===== src/rtl/uart_pkg.sv =====
// Shared UART constants and receive-path FSM state type.
// The baud/clock figures are also used by uart_send_ctrl.
package uart_pkg;

  localparam int unsigned BYTE_W       = 8;
  localparam int unsigned CLK_FREQ_HZ  = 50_000_000;
  localparam int unsigned BAUD_RATE    = 115_200;

  // Roughly 3.5 character times of line silence at CLK_FREQ_HZ / BAUD_RATE.
  localparam int unsigned IDLE_CYCLES_DEFAULT = 16_710;

  typedef enum logic {
    S_IDLE = 1'b0,
    S_RECV = 1'b1
  } rx_state_e;

endpackage : uart_pkg


===== src/rtl/uart_rx_idle_timer.sv =====
// Inter-byte idle timer: restarts on demand, counts while enabled and
// saturates at IDLE_CYCLES-1, flagging terminal count while enabled there.
module uart_rx_idle_timer #(
  parameter int unsigned IDLE_CYCLES = uart_pkg::IDLE_CYCLES_DEFAULT
) (
  input  logic clk,
  input  logic reset_n,
  input  logic restart,
  input  logic enable,
  output logic tc
);

  localparam int unsigned TMR_W = $clog2(IDLE_CYCLES);
  localparam logic [TMR_W-1:0] TC_VAL = TMR_W'(IDLE_CYCLES - 1);

  logic [TMR_W-1:0] cnt_q;
  logic [TMR_W-1:0] cnt_d;

  always_comb begin
    cnt_d = cnt_q;
    if (restart) begin
      cnt_d = '0;
    end else if (enable && (cnt_q != TC_VAL)) begin
      cnt_d = cnt_q + 1'b1;
    end
  end

  always_ff @(posedge clk or negedge reset_n) begin
    if (!reset_n) begin
      cnt_q <= '0;
    end else begin
      cnt_q <= cnt_d;
    end
  end

  assign tc = enable && (cnt_q == TC_VAL);

endmodule : uart_rx_idle_timer


===== src/rtl/uart_recv_ctrl.sv =====
// UART receive controller: forwards received bytes to the RX FIFO, reports
// drops and marks packet ends on idle gaps. Drop counter gated by UART_RX_OVF_CNT_EN.
module uart_recv_ctrl
  import uart_pkg::*;
#(
  parameter int unsigned IDLE_CYCLES = IDLE_CYCLES_DEFAULT,
  parameter int unsigned OVF_CNT_W   = 8
) (
  input  logic                 clk,
  input  logic                 reset_n,
  input  logic                 uart_rx_done,
  input  logic [BYTE_W-1:0]    uart_rx_data,
  input  logic                 uart_rx_frame_err,
  input  logic                 fifo_full,
  output logic                 fifo_wr_req,
  output logic [BYTE_W-1:0]    fifo_wr_data,
  output logic                 rx_drop,
  output logic                 rx_packet_end,
  input  logic                 ovf_clear,
  output logic [OVF_CNT_W-1:0] ovf_count
);

  rx_state_e state_q;
  rx_state_e state_d;

  logic              wr_req_q,  wr_req_d;
  logic [BYTE_W-1:0] wr_data_q, wr_data_d;
  logic              drop_q,    drop_d;
  logic              pkt_end_q, pkt_end_d;

  logic byte_ok;
  logic byte_accept;
  logic full_drop;
  logic any_drop;
  logic tmr_restart;
  logic tmr_enable;
  logic tmr_tc;

  assign byte_ok     = uart_rx_done && !uart_rx_frame_err;
  assign byte_accept = byte_ok && !fifo_full;
  assign full_drop   = byte_ok && fifo_full;
  assign any_drop    = uart_rx_done && (uart_rx_frame_err || fifo_full);

  // Frame-error bytes are treated as line noise and do not extend a packet.
  assign tmr_restart = byte_ok;
  assign tmr_enable  = (state_q == S_RECV);

  uart_rx_idle_timer #(
    .IDLE_CYCLES (IDLE_CYCLES)
  ) u_idle_timer (
    .clk     (clk),
    .reset_n (reset_n),
    .restart (tmr_restart),
    .enable  (tmr_enable),
    .tc      (tmr_tc)
  );

  always_ff @(posedge clk or negedge reset_n) begin
    if (!reset_n) begin
      state_q <= S_IDLE;
    end else begin
      state_q <= state_d;
    end
  end

  always_comb begin
    state_d = state_q;
    unique case (state_q)
      S_IDLE: begin
        if (byte_accept) begin
          state_d = S_RECV;
        end
      end
      S_RECV: begin
        // A byte coinciding with terminal count keeps the packet open.
        if (tmr_tc && !uart_rx_done) begin
          state_d = S_IDLE;
        end
      end
      default: state_d = S_IDLE;
    endcase
  end

  always_comb begin
    wr_req_d  = byte_accept;
    wr_data_d = byte_accept ? uart_rx_data : wr_data_q;
    drop_d    = any_drop;
    pkt_end_d = (state_q == S_RECV) && tmr_tc && !uart_rx_done;
  end

  always_ff @(posedge clk or negedge reset_n) begin
    if (!reset_n) begin
      wr_req_q  <= 1'b0;
      wr_data_q <= '0;
      drop_q    <= 1'b0;
      pkt_end_q <= 1'b0;
    end else begin
      wr_req_q  <= wr_req_d;
      wr_data_q <= wr_data_d;
      drop_q    <= drop_d;
      pkt_end_q <= pkt_end_d;
    end
  end

  assign fifo_wr_req   = wr_req_q;
  assign fifo_wr_data  = wr_data_q;
  assign rx_drop       = drop_q;
  assign rx_packet_end = pkt_end_q;

`ifdef UART_RX_OVF_CNT_EN
  logic [OVF_CNT_W-1:0] ovf_q;
  logic [OVF_CNT_W-1:0] ovf_d;

  always_comb begin
    ovf_d = ovf_q;
    if (ovf_clear) begin
      ovf_d = full_drop ? OVF_CNT_W'(1) : '0;
    end else if (full_drop && (ovf_q != '1)) begin
      ovf_d = ovf_q + 1'b1;
    end
  end

  always_ff @(posedge clk or negedge reset_n) begin
    if (!reset_n) begin
      ovf_q <= '0;
    end else begin
      ovf_q <= ovf_d;
    end
  end

  assign ovf_count = ovf_q;
`else
  logic unused_ovf_inputs;
  assign unused_ovf_inputs = ovf_clear ^ full_drop;
  assign ovf_count         = '0;
`endif

endmodule : uart_recv_ctrl


===== config.mk =====
export PLATFORM = sky130hd
export DESIGN_NAME = uart_recv_ctrl
export DESIGN_NICKNAME = d
export VERILOG_FILES = /design/src/rtl/uart_pkg.sv /design/src/rtl/uart_rx_idle_timer.sv /design/src/rtl/uart_recv_ctrl.sv
export SDC_FILE = /design/constraint.sdc
export NUM_CORES = 1
export LEC_CHECK = 0
export ABC_CLOCK_PERIOD_IN_PS = 1650
export BUFFER_PORTS_ARGS = -buffer_cell sky130_fd_sc_hd__buf_4
export CORE_MARGIN = 2
export CORE_UTILIZATION = 46
export DETAILED_ROUTE_END_ITERATION = 10
export PLACE_DENSITY = 0.73
export SLEW_MARGIN = 20
export SYNTH_ARGS = -nofsm -noshare
export SYNTH_HDL_FRONTEND = slang
export SYNTH_SLANG_ARGS = --single-unit

===== constraint.sdc =====
create_clock -name clk -period 1.65 [get_ports clk]
set_input_delay 0.0825 -clock clk [delete_from_list [all_inputs] [get_ports clk]]
set_output_delay 0.0825 -clock clk [all_outputs]
set_load 0.01 [all_outputs]

==> run summary <==
Max-cap violations in this run came to 0. The run gives 0 as the number of slew-limit violations in the final report. TritonCTS built the clock tree.

The signal on the critical path passes through ha_2 -> and3_4 -> nand3_4 -> or4_1 -> a21oi_2. The maximum clock skew at final layout was 0.004381 ns. Together, buffers and inverters on the worst path number 0. Synthesis inferred 27 register bits. The first global-routing pass estimated 4485 µm of wire.

The worst setup timing slack at the placement stage is 0.007834 ns. Type of the tightest min-delay check: in2reg. The final critical-path required period was 1.643 ns; the reported leakage power was 0.0007661 µW. The congestion estimate from routability-driven global placement came to 0.7471. The floorplan step defined a core boundary enclosing 2734 µm². In the synthesized netlist the dominant register cell turns out to be sky130_fd_sc_hd__dfrtp_1. Summing over every cut layer, the via total after detailed routing is 1032. By startpoint and endpoint, the worst setup path is classified as reg2reg. The adder and majority gate portion of the synthesized area was 1.919%; the total of endpoints with negative setup slack in the final report was 0. Setup repair after global routing could not meet its margin everywhere. The tools report the largest net degree at the start of global routing as 28. The logs give 0 for the number of warnings printed during yosys synthesis and 2 for the maximum root-to-sink buffer count. 33 I/O pins were placed. Among all stages on the critical path, the largest delay is contributed by sky130_fd_sc_hd__or4_1. In the routed layout, each cell is associated on average with a via count of 5.320.

Area added between synthesis and finish: 31.19%. Summing the areas of all compound-gate instances in the mapped netlist gives 6.910% of the synthesized area. The tools report the buffer type at the clock tree root as sky130_fd_sc_hd__clkbuf_4.

The fraction of post-synthesis cell area in the top cell type by area was 51.82%. For the maximum achievable frequency, the log shows 608.8 MHz. End point of the most critical hold path: fifo_wr_data[6]$_DFFE_PN0P_. The tools report the final core utilization as 62.56%. The final period utilization works out to 99.55%. After routing, the total negative slack on setup checks comes to 0 ns. The reg2reg setup slack is 0.007 ns, and the number of antenna violations at the first check in global routing is 0.

The cell area power density was 887.8 nW/µm²; the overall die area was 3276 µm². The tools report the total congestion overflow after global routing as 0. The proportion of register bits with asynchronous set or reset after synthesis was 100.0%; the number of endpoints with negative hold slack in the final report was 0. The worst hold path depth was 2; the count of input and output buffers was 23. The worst register-to-register path begins at u_idle_timer.cnt_q[0]$_DFFE_PN0P_. In this run the vertical extent of the chip is 57.24 µm. The overall global routing resource usage is 17.58%. The flow ran to the end, and the final reports show no timing, DRC or antenna violations. Summing every instance area after synthesis gives 1304 µm². Summed over all layers, the routed wires come to 2699 µm.

The tools report the count of unique library cells instantiated by Yosys as 36. The routed wirelength normalized by instance count is 13.91 µm. Iteration-0 DRC count of the detailed router: 20.

Counting flops with a built-in enable in the synthesized netlist gives 0. The biggest area contributor in the post-synthesis netlist is sky130_fd_sc_hd__dfrtp_1. After floorplanning, the core was divided into 19 placement rows. After synthesis, the largest family of logic cells by area is simple AND/OR/NAND/NOR gates. By area the synthesized netlist is led by sky130_fd_sc_hd__dfrtp_1, sky130_fd_sc_hd__mux2_2, sky130_fd_sc_hd__buf_4.

The simple-gate portion of the synthesized area is 21.02%, and the least setup slack across all paths after layout is 0.007430 ns. For this run, the post-layout net count is 180. The xor and xnor fraction of the mapped netlist area came out at 4.031%.

Synthesized area per cell: 11.14 µm². Broken down by cell family, the worst path's largest delay share belongs to simple AND/OR/NAND/NOR gates. The first detailed-routing pass took 4 iterations. Across the VDD grid, the largest voltage drop is 0.0009642 V. The floorplan step set the die width to 57.24 µm. Clock latency on the worst-skew pair, taken at its later pin, is 0.32 ns.

The number of clock buffers added by TritonCTS is 3. The number of levels the H-tree was split into is 1. After clock tree synthesis, the clock-pin slew on the worst setup and hold paths is 0.14 ns. Data on the critical path is required at its endpoint by 1.91 ns.

The repair_antennas step left the layout with diodes totalling 0. The destination of the worst register-to-register timing path is u_idle_timer.cnt_q[14]$_DFFE_PN0P_. Data arrives at the worst endpoint at 1.91 ns. The number of cells on the worst reg-to-reg path is 5. Synthesis produced a netlist whose cell count is 117. The worst hold path begins at uart_rx_data[6]. The number of nets with antenna violations after detailed routing came out at 0. The logs give 0 for the post-detailed-route DRC marker count and 47.69% for the starting utilization of the core area.

Measured against the total synthesized area, the mux share comes to 8.541%. Peak fanout along the critical path: 6. Layout cell share with drive strength beyond 1: 33.74%. For this run, the slowest stage of the critical path takes 0.50 ns. Capturing element type of the critical path: a register. The tools report the kind of launch point of the worst setup path as a register.

Detailed placement ended at an HPWL of 1779 µm. CTS saw 27 sinks. The via count of the first global-routing pass is 1041, and the proportion of synthesized chip area in sequential cells is 51.82%.
-- routing by layer --
layer	track usage [%]	vias to the layer above	part of all wire (%)
met5	0	-	0
met4	6.312	0	0.78
met3	4.082	3	4.6
met2	29.89	31	50
met1	21.96	498	44
li1	-	500	-
-- through the flow --
step / instances / hold WS, ns / instance area, µm² / power [µW]
finish: 194 / 0.02445 / 1710 / 1519
global route: 194 / 0.01319 / 1710 / 1614
CTS: 189 / 0.005418 / 1658 / 1500
detailed placement: 173 / 0.01253 / 1508 / 1182
global placement: 173 / 0.009703 / 1508 / 1166
floorplan: 124 / -0.2131 / 1330 / 1046
-- registers in the layout (all words and copies together), names as in the netlist --
| signal | count |
|---|---|
| rx_drop | 1 |
| fifo_wr_data | 8 |
| fifo_wr_req | 1 |
| rx_packet_end | 1 |
| state_q | 1 |
| u_idle_timer.cnt_q | 15 |
-- power breakdown --
part	internal, µW	leakage (µW)	switching [µW]	total (µW)
Combinational	238	0.000401	168	406
Sequential	747	0.000350	82.6	830
Clock	94.7	0.0000150	188	283
-- worst register-to-register path, delay by kind of cell, from the launching register on --
kind,cells,cell delay [ns]
compound gates,1,0.14
flops,1,0.42
simple gates,3,0.81
fa+ha+maj,1,0.21
-- cells by family after synthesis --
kind of cell,after synthesis
flip-flops,27
AND/OR/NAND/NOR,45
buffers and inverters,11
AO/OA/AOI/OAI,15
XOR/XNOR,6
multiplexers,10
other,1
adder cells (fa/ha/maj),2
-- cells in the mapped netlist (3+ instances only) --
master,number
sky130_fd_sc_hd__a21oi_1,6
sky130_fd_sc_hd__xnor2_1,3
sky130_fd_sc_hd__mux2_2,9
sky130_fd_sc_hd__xor2_1,3
sky130_fd_sc_hd__nand2_1,8
sky130_fd_sc_hd__nand4_1,6
sky130_fd_sc_hd__dfrtp_1,27
sky130_fd_sc_hd__o21ai_0,3
sky130_fd_sc_hd__nor2_1,8
sky130_fd_sc_hd__o31ai_1,3
sky130_fd_sc_hd__buf_4,8
-- cell type report --
type / count / area, µm²
multi-input combinational: 86 / 604.3
fill: 208 / 1023
timing repair buffer: 44 / 357.8
tap: 31 / 38.79
sequential: 27 / 675.6
clock buffer: 4 / 26.28
inverter: 2 / 7.507
-- worst max path at each step --
stage | startpoint | end | slack [ns] | cells after the start
after detailed placement | u_idle_timer.cnt_q[0]$_DFFE_PN0P_ | u_idle_timer.cnt_q[14]$_DFFE_PN0P_ | 0.008 | 5
after CTS | u_idle_timer.cnt_q[0]$_DFFE_PN0P_ | u_idle_timer.cnt_q[14]$_DFFE_PN0P_ | 0.007 | 5
after global placement | u_idle_timer.cnt_q[0]$_DFFE_PN0P_ | u_idle_timer.cnt_q[10]$_DFFE_PN0P_ | 0.05 | 5
after floorplan | u_idle_timer.cnt_q[1]$_DFFE_PN0P_ | u_idle_timer.cnt_q[1]$_DFFE_PN0P_ | 0.11 | 6
after global routing | u_idle_timer.cnt_q[0]$_DFFE_PN0P_ | u_idle_timer.cnt_q[14]$_DFFE_PN0P_ | -0.06 | 5
final | u_idle_timer.cnt_q[0]$_DFFE_PN0P_ | u_idle_timer.cnt_q[14]$_DFFE_PN0P_ | 0.007 | 5
-- placed cells by master (no fill, tap or decap), drive strengths merged, types with 2 or more instances in the layout --
| master | n |
|---|---|
| a21oi | 6 |
| and3 | 2 |
| buf | 33 |
| clkbuf | 4 |
| conb | 8 |
| dfrtp | 27 |
| dlygate4sd3 | 11 |
| ha | 2 |
| inv | 2 |
| mux2 | 9 |
| nand2 | 8 |
| nand2b | 2 |
| nand3 | 3 |
| nand4 | 6 |
| nor2 | 9 |
| nor3 | 2 |
| nor4b | 2 |
| o21ai | 3 |
| o31ai | 3 |
| or3 | 2 |
| or4 | 3 |
| xnor2 | 3 |
| xor2 | 3 |
-- timing repair --
action / 4_1_cts / 5_1_grt
hold endpoints to repair: 38 / 0
resized for setup: 1 / 6
setup endpoints to repair: 3 / 10
pin swaps: 0 / 4
setup buffers: 1 / 5
hold buffers: 11 / 0
Note: power is estimated with default switching activity, not from simulation.
